## config.mk

```make
export PLATFORM = sky130hd
export DESIGN_NAME = bus_move_sequencer
export DESIGN_NICKNAME = d
export VERILOG_FILES = /design/src/rtl/bus_move_sequencer.sv
export SDC_FILE = /design/constraint.sdc
export NUM_CORES = 1
export LEC_CHECK = 0
export BUFFER_PORTS_ARGS = -buffer_cell sky130_fd_sc_hd__buf_2
export CAP_MARGIN = 5
export CORE_ASPECT_RATIO = 1.2
export CORE_MARGIN = 5
export CORE_UTILIZATION = 41
export CTS_CLUSTER_DIAMETER = 80
export DETAILED_ROUTE_END_ITERATION = 12
export PLACE_DENSITY = 0.79
export SYNTH_ARGS = -nofsm -noshare
export SYNTH_HDL_FRONTEND = slang
export SYNTH_SLANG_ARGS = --single-unit
```

## constraint.sdc

```tcl
create_clock -name clock -period 2.1 [get_ports clock]
set_clock_uncertainty 0.15 [all_clocks]
set_input_delay 0.105 -clock clock [delete_from_list [all_inputs] [get_ports clock]]
set_output_delay 0.105 -clock clock [all_outputs]
set_load 0.01 [all_outputs]
```

## src/rtl/bus_move_sequencer.sv

```systemverilog
// Bus initiator moving register->register or immediate->register over the shared register bus; SEQ_READBACK_EN adds a verify read of dst.
// Latency from accept: reg move done in cycle 4 (6 with readback), immediate in 2 (4), out-of-range in 1.
// Backpressure: req_ready only in IDLE outside reset; requests presented while busy are not queued.
module bus_move_sequencer #(
    parameter  int WORD_SIZE = 8,
    parameter  int NUM_REGS  = 4,
    localparam int SEL_W     = $clog2(NUM_REGS)
) (
    input  logic                          clock,
    input  logic                          reset,
    input  logic                          req_valid,
    output logic                          req_ready,
    input  logic [SEL_W-1:0]              req_src,
    input  logic [SEL_W-1:0]              req_dst,
    input  logic                          req_imm_en,
    input  logic [WORD_SIZE-1:0]          req_imm,
    output logic [NUM_REGS-1:0]           reg_enable,
    output logic                          reg_read,
    output logic                          reg_write,
    input  logic [NUM_REGS*WORD_SIZE-1:0] reg_out,
    output logic [WORD_SIZE-1:0]          bus_value,
    output logic                          busy,
    output logic                          done,
    output logic                          err
);

    localparam logic [2:0] ST_IDLE   = 3'd0;
    localparam logic [2:0] ST_READ   = 3'd1;
    localparam logic [2:0] ST_LATCH  = 3'd2;
    localparam logic [2:0] ST_WRITE  = 3'd3;
    localparam logic [2:0] ST_DONE   = 3'd4;
    localparam logic [2:0] ST_FAIL   = 3'd5;
`ifdef SEQ_READBACK_EN
    localparam logic [2:0] ST_VREAD  = 3'd6;
    localparam logic [2:0] ST_VCHECK = 3'd7;
`endif

    // One extra bit so the range check is meaningful for non-power-of-2 banks.
    localparam logic [SEL_W:0] NUM_REGS_W = (SEL_W+1)'(NUM_REGS);

    logic [2:0]           state_q, state_d;
    logic [SEL_W-1:0]     src_q, src_d;
    logic [SEL_W-1:0]     dst_q, dst_d;
    logic [WORD_SIZE-1:0] bus_q, bus_d;
    logic                 accept;
    logic                 src_bad;
    logic                 dst_bad;
    logic [WORD_SIZE-1:0] src_word;
`ifdef SEQ_READBACK_EN
    logic                 err_q, err_d;
    logic [WORD_SIZE-1:0] dst_word;
`endif

    function automatic logic [NUM_REGS-1:0] onehot(input logic [SEL_W-1:0] idx);
        logic [NUM_REGS-1:0] oh;
        oh = '0;
        for (int i = 0; i < NUM_REGS; i++) begin
            oh[i] = (idx == SEL_W'(i));
        end
        return oh;
    endfunction

    assign req_ready = (state_q == ST_IDLE) && !reset;
    assign accept    = req_valid && req_ready;
    assign src_bad   = !req_imm_en && ({1'b0, req_src} >= NUM_REGS_W);
    assign dst_bad   = {1'b0, req_dst} >= NUM_REGS_W;

    always_comb begin
        src_word = '0;
        for (int i = 0; i < NUM_REGS; i++) begin
            if (src_q == SEL_W'(i)) begin
                src_word = reg_out[i*WORD_SIZE +: WORD_SIZE];
            end
        end
    end

`ifdef SEQ_READBACK_EN
    always_comb begin
        dst_word = '0;
        for (int i = 0; i < NUM_REGS; i++) begin
            if (dst_q == SEL_W'(i)) begin
                dst_word = reg_out[i*WORD_SIZE +: WORD_SIZE];
            end
        end
    end
`endif

    always_comb begin
        state_d = state_q;
        src_d   = src_q;
        dst_d   = dst_q;
        bus_d   = bus_q;
`ifdef SEQ_READBACK_EN
        err_d   = err_q;
`endif
        case (state_q)
            ST_IDLE: begin
                if (accept) begin
                    src_d = req_src;
                    dst_d = req_dst;
`ifdef SEQ_READBACK_EN
                    err_d = 1'b0;
`endif
                    if (src_bad || dst_bad) begin
                        state_d = ST_FAIL;
                    end else if (req_imm_en) begin
                        bus_d   = req_imm;
                        state_d = ST_WRITE;
                    end else begin
                        state_d = ST_READ;
                    end
                end
            end
            ST_READ:  state_d = ST_LATCH;
            ST_LATCH: begin
                // Source register presented its data on the READ closing edge.
                bus_d   = src_word;
                state_d = ST_WRITE;
            end
`ifdef SEQ_READBACK_EN
            ST_WRITE:  state_d = ST_VREAD;
            ST_VREAD:  state_d = ST_VCHECK;
            ST_VCHECK: begin
                err_d   = (dst_word != bus_q);
                state_d = ST_DONE;
            end
`else
            ST_WRITE:  state_d = ST_DONE;
`endif
            ST_DONE:  state_d = ST_IDLE;
            ST_FAIL:  state_d = ST_IDLE;
            default:  state_d = ST_IDLE;
        endcase
    end

    // Moore decode: strobes depend only on registered state, so reset drops them at once.
    always_comb begin
        reg_enable = '0;
        reg_read   = 1'b0;
        reg_write  = 1'b0;
        done       = 1'b0;
        err        = 1'b0;
        case (state_q)
            ST_READ: begin
                reg_enable = onehot(src_q);
                reg_read   = 1'b1;
            end
            ST_WRITE: begin
                reg_enable = onehot(dst_q);
                reg_write  = 1'b1;
            end
`ifdef SEQ_READBACK_EN
            ST_VREAD: begin
                reg_enable = onehot(dst_q);
                reg_read   = 1'b1;
            end
            ST_DONE: begin
                done = 1'b1;
                err  = err_q;
            end
`else
            ST_DONE: done = 1'b1;
`endif
            ST_FAIL: begin
                done = 1'b1;
                err  = 1'b1;
            end
            default: ;
        endcase
    end

    assign bus_value = bus_q;
    assign busy      = (state_q != ST_IDLE);

    always_ff @(posedge clock or posedge reset) begin
        if (reset) begin
            state_q <= ST_IDLE;
            src_q   <= '0;
            dst_q   <= '0;
            bus_q   <= '0;
`ifdef SEQ_READBACK_EN
            err_q   <= 1'b0;
`endif
        end else begin
            state_q <= state_d;
            src_q   <= src_d;
            dst_q   <= dst_d;
            bus_q   <= bus_d;
`ifdef SEQ_READBACK_EN
            err_q   <= err_d;
`endif
        end
    end

endmodule

```

==> qor.csv <==
stage;metric;value;unit
clocking;htree_levels;1;
critical_path;cp_cell_sequence;nor3b_2 > nand2_1 > o22ai_1 > buf_2;
timing;tightest_slew;490;ps
clocking;cts_tree;done;
logic_synthesis;yosysUniqueCellTypes;30;
timing;rsz0062_at_grt;false;
logic_synthesis;synth.cell_area;1000;µm²
grt;grt.total_usage;0.183;
finish;drive_above_1_share;0.579;
detailed_routing;remaining_drc_errors;0;
die;die-area;0.00353;mm²
power;ir_drop;0.723;mV
finish;area_growth;48.9;%
job;max-cap-violations;0;
detailed_routing;ant_nets;0;
grt;first_global_vias;1100;
critical_path;critPathRequiredTime;1850;ps
finish;fin_nets;208;
timing;max_freq;0.536;GHz
logic_synthesis;postSynthAreaPerCell;12.3;µm²
timing;layout_setup_ws;235;ps
detailed_routing;wire_per_inst;15.4;µm
timing;finalCritPeriodShare;0.888;
clocking;clkTransAtPathRegs;90;ps
timing;slew_headroom;0.672;
worst_hold_path;hold_class;input port to flop;
critical_path;startpoint_type;flop;
grt;grt_antenna_before_repair;0;
die;die_h;64.1;µm
grt;grt_max_degree;17;
clocking;cts_setup_buffers;0;
timing;finalHoldViolCount;0;
critical_path;worst-path-buf-inv;1;
critical_path;cp-end-kind;primary output;
timing;drv_slew;0;
place;place.gp.congestion;0.769;
critical_path;critical_path_class;flop to primary output;
place;port_buffers;65;
critical_path;cp_slowest_stage_delay;550;ps
power;power_density;1190;mW/mm²
die;placeableCoreArea;0.00231;mm²
grt;grt.overflow.total;0;
logic_synthesis;syn_inst;81;
logic_synthesis;yosysSeqAreaShare;0.375;
timing;setup_viol;0;
detailed_routing;drtPass1Iterations;4;
detailed_routing;vias_per_cell;5.19;
run_status;status;finished, final reports clean;
timing;fin_hold_ws;40.3;ps
place;pre_cts_slack;306;ps
clocking;cts_root_buf;clkbuf_4;
clocking;clock_path_buffers;2;
place;hpwl;2250;µm
critical_path;cp_max_fo;10;
finish;insertedDiodeCount;0;
grt;grt_pass1_wl;4750;µm
critical_path;arrival;1610;ps
logic_synthesis;ys_ff_latch;15;
timing;min_period;1870;ps
power;p_leak;0.000712;µW
die;rows;19;
critical_path;cpMaxStageDelayCell;dfrtp_1;
clocking;cts.sinks;15;
die;ios;66;
timing;fin_setup_tns;0;ps
logic_synthesis;synth_fp_nets;129;
power;power;1770;µW
detailed_routing;vias;987;
die;initial_core_util;0.434;
clocking;insertion_delay;280;ps
detailed_routing;first_iter_violations;27;
clocking;cts_buffers;3;
critical_path;critical-path-top-delay-family;flip-flops;
detailed_routing;wirelength;2930;µm
die;fp.dieW;55.1;µm
logic_synthesis;ys.warnings.count;0;
[synth_stat cells (all sizes together)]
cell	count	area share
and3b	3	0.029
o32ai	1	0.0088
inv	4	0.015
o21ai	2	0.014
a211oi	1	0.0075
nand3b	1	0.0075
dfrtp	15	0.38
nor3	3	0.026
mux4	8	0.19
and2b	1	0.0088
o22ai	4	0.025
nand3	1	0.0050
mux2	4	0.045
a21oi	2	0.010
or3b	1	0.0088
nor2	3	0.011
o221a	6	0.068
nand2b	8	0.050
a31oi	2	0.013
buf	5	0.044
nand2	3	0.011
and2	1	0.0063
nor3b	2	0.020
[report_power, final]
group / total, µW / switching [µW] / internal (µW) / leakage [µW]
Combinational: 957 / 394 / 563 / 0.000523
Sequential: 649 / 215 / 434 / 0.000173
Clock: 167 / 93.4 / 73.7 / 0.0000150
Total: 1770 / 702 / 1070 / 0.000712
[registers in the layout, indices dropped and copies added, names as in the netlist]
signal     cells
src_q          2
state_q        3
dst_q          2
bus_value      8
[tightest hold or removal path, stage by stage]
cell,delay [ps]
buf_2,110
a31oi_1,90
nor3_1,120
[through the flow]
stage,util,cells,instance area [µm²]
global placement,0.576,173,1330
floorplan,-,81,1000
finish,0.646,190,1490
detailed placement,0.576,173,1330
global route,0.646,190,1490
CTS,0.644,190,1480
[kinds of logic (layout without fill, tap and decap cells)]
kind of cell | Yosys count | in the layout | share of synthesized area
simple gates | 27 | 27 | 0.184
buf+inv | 9 | 87 | 0.0588
mux | 12 | 12 | 0.237
flops | 15 | 15 | 0.375
compound gates | 18 | 18 | 0.145
[area by class of cell]
class / count / area [µm²]
fill: 195 / 817
multi-input combinational: 57 / 571
timing repair buffer: 79 / 463
inverter: 4 / 15.0
sequential: 15 / 375
tap: 31 / 38.8
clock buffer: 4 / 26.3
[routing by layer]
metal	routed length [µm]	vias up	part of all wire	track usage
met3	213	8	0.073	0.0419
met5	0	-	0	0
li1	-	475	-	-
met2	1590	42	0.54	0.311
met1	1050	462	0.36	0.208
met4	71	0	0.024	0.0912
[cells in the final DEF (no fill, tap or decap), types with 2 or more instances in the layout]
cell / synthesis / final
buf_2: 2 / 65
dfrtp_1: 15 / 15
dlygate4sd3_1: 0 / 13
nand2b_1: 8 / 8
o221a_2: 6 / 6
mux4_2: 5 / 5
mux2_2: 4 / 4
o22ai_1: 4 / 4
nand2_1: 3 / 3
nor2_1: 3 / 3
mux4_1: 3 / 3
inv_1: 3 / 3
clkbuf_4: 0 / 3
nor3_1: 2 / 2
nor3b_2: 1 / 2
a21oi_1: 2 / 2
and3b_2: 2 / 2
a31oi_1: 2 / 2
[repair_timing]
item	in CTS	in global routing
resized for setup	0	1
hold endpoints to repair	27	0
hold buffers	13	0
setup endpoints to repair	0	2
[path summary, 6_finish.rpt]
path                            cells after the start                  endpoint                   start  slack [ps]
worst min-delay path                                3    state_q[0]$_DFFE_PP0P_               req_valid          40
worst max register to register                      3  bus_value[6]$_DFFE_PP0P_    src_q[0]$_DFFE_PP0P_         310
max in group asynchronous                           4  bus_value[2]$_DFFE_PP0P_                   reset        1350
worst max-delay path                                4             reg_enable[1]  state_q[0]$_DFFE_PP0P_         230
min in group asynchronous                           4      dst_q[0]$_DFFE_PP0P_                   reset         270
worst min register to register                      1      dst_q[1]$_DFFE_PP0P_    dst_q[1]$_DFFE_PP0P_         390
(Power assumes the default switching activity.)
